### config.mk
export PLATFORM = sky130hd
export DESIGN_NAME = uart_receiver
export DESIGN_NICKNAME = d
export VERILOG_FILES = /design/src/rtl/uart_receiver.sv
export SDC_FILE = /design/constraint.sdc
export NUM_CORES = 1
export LEC_CHECK = 0
export ABC_AREA = 1
export ABC_CLOCK_PERIOD_IN_PS = 1880
export CORE_MARGIN = 3
export CORE_UTILIZATION = 57
export DETAILED_ROUTE_END_ITERATION = 16
export PLACE_DENSITY = 0.83
export SLEW_MARGIN = 20
export SYNTH_ARGS = -nofsm -noshare
export SYNTH_HDL_FRONTEND = slang
export SYNTH_SLANG_ARGS = --single-unit
### constraint.sdc
create_clock -name clk -period 1.88 [get_ports clk]
set_clock_uncertainty 0.1 [all_clocks]
set_input_delay 0.376 -clock clk [delete_from_list [all_inputs] [get_ports clk]]
set_output_delay 0.376 -clock clk [all_outputs]
set_load 0.01 [all_outputs]
### src/rtl/uart_receiver.sv
// UART receiver: 16x oversampled 8N1 deserializer with start/stop validation.
// Emits a one-cycle strobe per good byte and per framing error.
module uart_receiver #(
    parameter int CLKS_PER_TICK = 326
) (
    input  logic       clk,
    input  logic       reset,
    input  logic       UART_RX,
    output logic [7:0] RX_DATA,
    output logic       RX_STATUS,
    output logic       RX_FRAME_ERR
);

    localparam int TW = (CLKS_PER_TICK > 2) ? $clog2(CLKS_PER_TICK) : 1;
    localparam logic [TW-1:0] TICK_MAX = TW'(CLKS_PER_TICK - 1);

    localparam logic [2:0] S_IDLE  = 3'd0;
    localparam logic [2:0] S_START = 3'd1;
    localparam logic [2:0] S_DATA  = 3'd2;
    localparam logic [2:0] S_STOP  = 3'd3;
    localparam logic [2:0] S_BREAK = 3'd4;

    logic          sync1_q, sync2_q;
    logic          rx_s;
    logic [2:0]    state_q, state_d;
    logic [TW-1:0] tick_q, tick_d;
    logic [3:0]    samp_q, samp_d;
    logic [2:0]    bit_q, bit_d;
    logic [7:0]    shift_q, shift_d;
    logic [7:0]    data_q, data_d;
    logic          stat_q, stat_d;
    logic          ferr_q, ferr_d;
    logic          tick;

    assign rx_s = sync2_q;
    assign tick = (tick_q == TICK_MAX);

    always_comb begin
        state_d = state_q;
        tick_d  = tick ? '0 : tick_q + 1'b1;
        samp_d  = tick ? samp_q + 4'd1 : samp_q;
        bit_d   = bit_q;
        shift_d = shift_q;
        data_d  = data_q;
        stat_d  = 1'b0;
        ferr_d  = 1'b0;
        unique case (state_q)
            S_IDLE: begin
                // Restarting the tick counter here phase-aligns sampling to the edge
                if (!rx_s) begin
                    tick_d  = '0;
                    samp_d  = 4'd0;
                    bit_d   = 3'd0;
                    state_d = S_START;
                end
            end
            S_START: begin
                if (tick && samp_q == 4'd7) begin
                    if (!rx_s) begin
                        samp_d  = 4'd0;
                        state_d = S_DATA;
                    end else begin
                        state_d = S_IDLE;
                    end
                end
            end
            S_DATA: begin
                if (tick && samp_q == 4'd15) begin
                    shift_d = {rx_s, shift_q[7:1]};
                    bit_d   = bit_q + 3'd1;
                    if (bit_q == 3'd7) begin
                        samp_d  = 4'd0;
                        state_d = S_STOP;
                    end
                end
            end
            S_STOP: begin
                if (tick && samp_q == 4'd15) begin
                    if (rx_s) begin
                        data_d  = shift_q;
                        stat_d  = 1'b1;
                        state_d = S_IDLE;
                    end else begin
                        ferr_d  = 1'b1;
                        state_d = S_BREAK;
                    end
                end
            end
            S_BREAK: begin
                if (rx_s) state_d = S_IDLE;
            end
            default: state_d = S_IDLE;
        endcase
    end

    always_ff @(posedge clk or negedge reset) begin
        if (!reset) begin
            sync1_q <= 1'b1;
            sync2_q <= 1'b1;
            state_q <= S_IDLE;
            tick_q  <= '0;
            samp_q  <= 4'd0;
            bit_q   <= 3'd0;
            shift_q <= 8'h00;
            data_q  <= 8'h00;
            stat_q  <= 1'b0;
            ferr_q  <= 1'b0;
        end else begin
            sync1_q <= UART_RX;
            sync2_q <= sync1_q;
            state_q <= state_d;
            tick_q  <= tick_d;
            samp_q  <= samp_d;
            bit_q   <= bit_d;
            shift_q <= shift_d;
            data_q  <= data_d;
            stat_q  <= stat_d;
            ferr_q  <= ferr_d;
        end
    end

    assign RX_DATA      = data_q;
    assign RX_STATUS    = stat_q;
    assign RX_FRAME_ERR = ferr_q;

endmodule

### Word-level counts from Yosys, hierarchy flattened

Index checks and enable logic that the tools add are counted.

* bits in registers: 39
* latch bits: 0
* memory bits (writable): 0
* memory bits (read-only): 0
* input port bits: 3
* output and inout bits: 10
* logic and storage cells: 62
* memories: 0

* add/sub/neg operators: 3
* $mul: 0
* divide/modulo/power cells: 0
* magnitude comparators: 0
* equality and inequality tests: 14
* shift-type cells: 0
* muxes and demuxes: 27
* bitwise gates (word level): 0
* reductions and logical operators: 8

Operators with widths (number)
* $mux W3: 9
* $mux W9: 3
* $mux W4: 5
* $pmux W3 S5: 1
* $ne A2 B2 Y1 const B: 6
* $pmux W4 S3: 1
* $add A9 B1 Y9 const B: 1
* $eq A9 B9 Y1 const B: 1
* $eq A3 B2 Y1 const B: 2
* $eq A3 B3 Y1 const B: 2
* $mux W1: 6
* $pmux W3 S2: 1
* $reduce_and A3 Y1: 2
* $reduce_and A6 Y1: 1
* $add A4 B1 Y4 const B: 1
* $eq A4 B3 Y1 const B: 1
* $eq A4 B4 Y1 const B: 1
* $add A3 B1 Y3 const B: 1
* $eq A3 B1 Y1 const B: 1
* $logic_not A3 Y1: 1
* $logic_and A1 B1 Y1: 2
* $mux W2: 1
* $reduce_and A2 Y1: 1
* $reduce_bool A2 Y1: 1

### Depth between registers and ports, before layout

* depth in word-level cells: 5
* gate-level depth with buffers: 12
* gate-level depth less buffers: 12

### Worst setup path after synthesis

Ideal clock, no wire load.

* path kind: reg-to-reg
* start point: reg samp_q[0]
* end point: reg data_q[0], in the netlist RX_DATA[0]
* setup time: 0.126 ns
* arrival time: 1.374 ns
* required time: 1.654 ns
* path slack: 0.280 ns
* cell stages (with the launch flop): 8
* path buffers: 1
* period minus slack after synthesis: 1.600 ns
* cell sequence: dfrtp_1 > ha_1 > nand2_1 > nor2_4 > nand3_2 > nor3_4 > buf_6 > o21ai_0

* word-level cells in the longest chain between the ends: 3

RTL lines
* start, declared: line 27 `logic [3:0] samp_q, samp_d;`
* start signal, assigned: line 113 `samp_q <= samp_d;`
* $eq A4 B4 Y1: line 78 `if (tick && samp_q == 4'd15) begin`
* $logic_and A1 B1 Y1: line 78
* $reduce_and A3 Y1 (no source line)
* end signal, assigned: line 116 `data_q <= data_d;`
* end, declared: line 30 `logic [7:0] data_q, data_d;`

No other way between the ends.
A chain may end at the register's enable or synchronous reset.

### Worst setup path after layout

* start point: reg samp_q[0]
* end point: reg state_q[1]

* word-level cells in the longest chain between the ends: 4
* elaborated cells on any way between the ends: 8
* those cells by class: 5 x eq/ne; 3 x reduce/logical

RTL lines
* $eq A4 B4 Y1 or $eq A4 B3 Y1 (tied branches): line 68, 78, 58
* $logic_and A1 B1 Y1 (on tied branches): line 68, 78, 58
* $ne A2 B2 Y1 (no source line)
* $reduce_and A6 Y1 (no source line) *
* end signal, assigned: line 111 `state_q <= state_d;`
* end, declared: line 25 `logic [2:0] state_q, state_d;`

Mark *: on every way between the ends. The rest lies on a longest branch, timed or not.

==> impl_metrics.ini <==
[timing]
slew_headroom = 0.795
setup_viol_count_final = 0
setup_tns_ns = 0
worst_pin_slew_ns = 0.305
finalCritPeriodShare = 0.927
final-max-slew-violation-count = 0
period_needed_ns = 1.74
fmax_mhz = 574
setup_ws_ns = 0.138
hold_viol_final = 0

[floorplan]
io_pins = 13
dieWidth_um = 63.3
fp.dieH_um = 63.3
start_util = 0.604
core-area_mm2 = 0.00310
dieArea_mm2 = 0.00401
placementRows = 20

[setup_path]
timing.rr.start = samp_q[0]$_DFF_PN0_
reg2reg_depth = 8
cp.required_ns = 2.03
crit_arrival_ns = 1.89
rrSetupSlack_ns = 0.14
critPathCaptureType = flop
startpoint_type = flop
reg2reg_to = state_q[1]$_DFFE_PN0P_
crit_fanout = 4
crit_type = reg -> reg

[route]
wl_per_cell_um = 11.1
wirelength_mm = 3.15
drc_errors = 0
drtIter0Drc = 65
firstDrtPassIters = 4
viasPerCell = 5.00
vias = 1424
final_antenna_net_count = 0

[status]
status = completed

[run]
max_cap_viol_count = 0

[place]
place_ws_ns = 0.108
place.port_buffers = 12
routabilityCongestion = 0.835
dp_hpwl_mm = 2.19

[cells_and_area]
area_delta_synth_final_pct = 15.6
drive_above_1_share = 0.112
fillerInstances = 246
final_net_count = 248
antenna_cells = 0

[cts]
cts_tree = done
cts_root_buf = clkbuf_4
clock_latency_ns = 0.35
cts_buffers = 5
clockBufferDepth = 2
clkSlewWorstSetupHoldPaths_ns = 0.10
numClockSinks = 39
htreeDepth = 2

[synth]
synth_edf_count = 0
ys_warn_count = 0
ys_async_sr_fraction = 1.00
synth_compound_area_frac = 0.0701
synth_seq_area_share = 0.522
synth.distinct_cells = 26
synth_top_family_by_area = simple AND/OR/NAND/NOR gates
synth_ff_type = dfrtp_1
syn_avg_cell_area_um2 = 8.60
synth_fp_nets = 226
synthXorXnorAreaFrac = 0.0140
ys_ff_latch = 39
syn-cell-area_mm2 = 0.00187
synth_fa_ha_area_frac = 0.0334
syn_inst = 218
muxShareOfSynthArea = 0
yosys.area.top_type = dfrtp_1
synth-simple-area-share = 0.276
synth_top_area_frac = 0.494
netlist_top_cells_area = dfrtp_1 49%, nand2_1 9.8%, inv_1 7.0%, nor2_1 4.6%, ha_1 3.3%

[global_route]
antenna_found_initial = 0
grt_max_degree = 40
grt_pass1_vias = 1355
overflow = 0
grt_pass1_wl_mm = 5.74
track_usage = 0.182

[pwr]
leakagePower_nw = 1.10
ir_drop_uv = 447
power.density_mw_per_mm2 = 668

[worst_hold_path]
min_from = sync1_q$_DFF_PN1_
worstHoldPathCells = 0
hold_path_end = rx_s$_DFF_PN1_
hp-class = reg -> reg
-- critical path: stages (launching register included) --
cell	delay, ns
dfrtp_1	0.43
ha_1	0.20
nand2_1	0.12
nor2_4	0.17
nand3_2	0.15
a21oi_2	0.23
nand3_1	0.13
nand2_1	0.08
nand2_1	0.05
-- through the flow --
stage	power [mW]	hold WS, ns	instances	util	area (µm²)
after floorplan	0.863	-0.0196	218	-	1870
after global placement	0.888	0.247	274	0.661	2050
after detailed placement	0.888	0.249	274	0.661	2050
after CTS	1.46	0.265	283	0.692	2150
after global routing	1.51	0.272	285	0.698	2170
final	1.45	0.263	285	0.698	2170
-- report_power, final --
| part | total (mW) | switching, mW | internal [mW] |
|---|---|---|---|
| clock | 0.576 | 0.262 | 0.314 |
| sequential | 0.844 | 0.00170 | 0.842 |
| combinational | 0.0286 | 0.0194 | 0.00914 |
| total | 1.45 | 0.283 | 1.17 |
-- cells by family (layout without fill, tap and decap cells) --
family,Yosys count,in the layout
AND/OR/NAND/NOR,108,108
flip-flops,39,39
buffers and inverters,38,61
AO/OA/AOI/OAI,25,25
adder cells (fa/ha/maj),5,5
XOR/XNOR,3,3
-- cells in the final DEF (no fill, tap or decap), drive strengths merged --
master and count:
clkdlybuf4s50 11, nor2b 1, xor2 1, nor3b 2
ha 5, nor2 25, buf 6, nand2 52
and3 2, nand4 6, dfstp 2, dlygate4sd3 1
nand3 14, dfrtp 37, o21ai 17, nor3 6
inv 35, clkinv 1, a21o 1, clkbuf 6
xnor2 2, bufinv 1, a21oi 7
-- worst max path at each step --
stage                             start                      to  slack [ns]  depth (start not counted)
finish              samp_q[0]$_DFF_PN0_  state_q[1]$_DFFE_PN0P_        0.14                          8
global route        samp_q[0]$_DFF_PN0_  RX_DATA[4]$_DFFE_PN0P_       -0.02                          8
CTS                 samp_q[0]$_DFF_PN0_  state_q[1]$_DFFE_PN0P_        0.08                          8
detailed placement  samp_q[0]$_DFF_PN0_  state_q[0]$_DFFE_PN0P_        0.11                          8
global placement    tick_q[1]$_DFF_PN0_     samp_q[2]$_DFF_PN0_        0.16                         10
floorplan           samp_q[0]$_DFF_PN0_  RX_DATA[0]$_DFFE_PN0P_        0.28                          7
-- registers in the layout, indices dropped and copies added (netlist names) --
register	count
RX_DATA	8
sync1_q	1
RX_FRAME_ERR	1
state_q	3
samp_q	4
rx_s	1
shift_q	8
bit_q	3
RX_STATUS	1
tick_q	9
-- final cells by class --
cell class | instances | area [µm²] | share of cell area
Multi-Input combinational cell | 141 | 741 | 0.342
Timing Repair Buffer | 18 | 175 | 0.0808
Clock buffer | 6 | 51.3 | 0.0237
Tap cell | 44 | 55.1 | 0.0254
Sequential cell | 39 | 978 | 0.452
Clock inverter | 2 | 35.0 | 0.0162
Inverter | 35 | 131 | 0.0606
-- routing by layer --
layer	vias to the layer above	share of wire	GRT usage
li1	736	-	-
met2	36	0.46	0.292
met3	7	0.044	0.0321
met5	-	0	0
met4	0	0.022	0.0970
met1	645	0.47	0.235
-- synth_stat cells (3+ instances only) --
library cell and count:
o21ai_0 10, o21ai_1 6, inv_1 35, nor2_1 23, nand4_1 6, nand3_1 11
ha_1 5, nand2_1 49, nor3_1 5, a21oi_1 7, dfrtp_1 37, nand2_2 3
-- repair_timing --
action / 4_1_cts / 5_1_grt
hold endpoints to repair: 37 / 0
setup endpoints to repair: 0 / 25
hold buffers: 1 / 0
resized for setup: 0 / 1
setup buffers: 0 / 2
(Power assumes the default switching activity.)
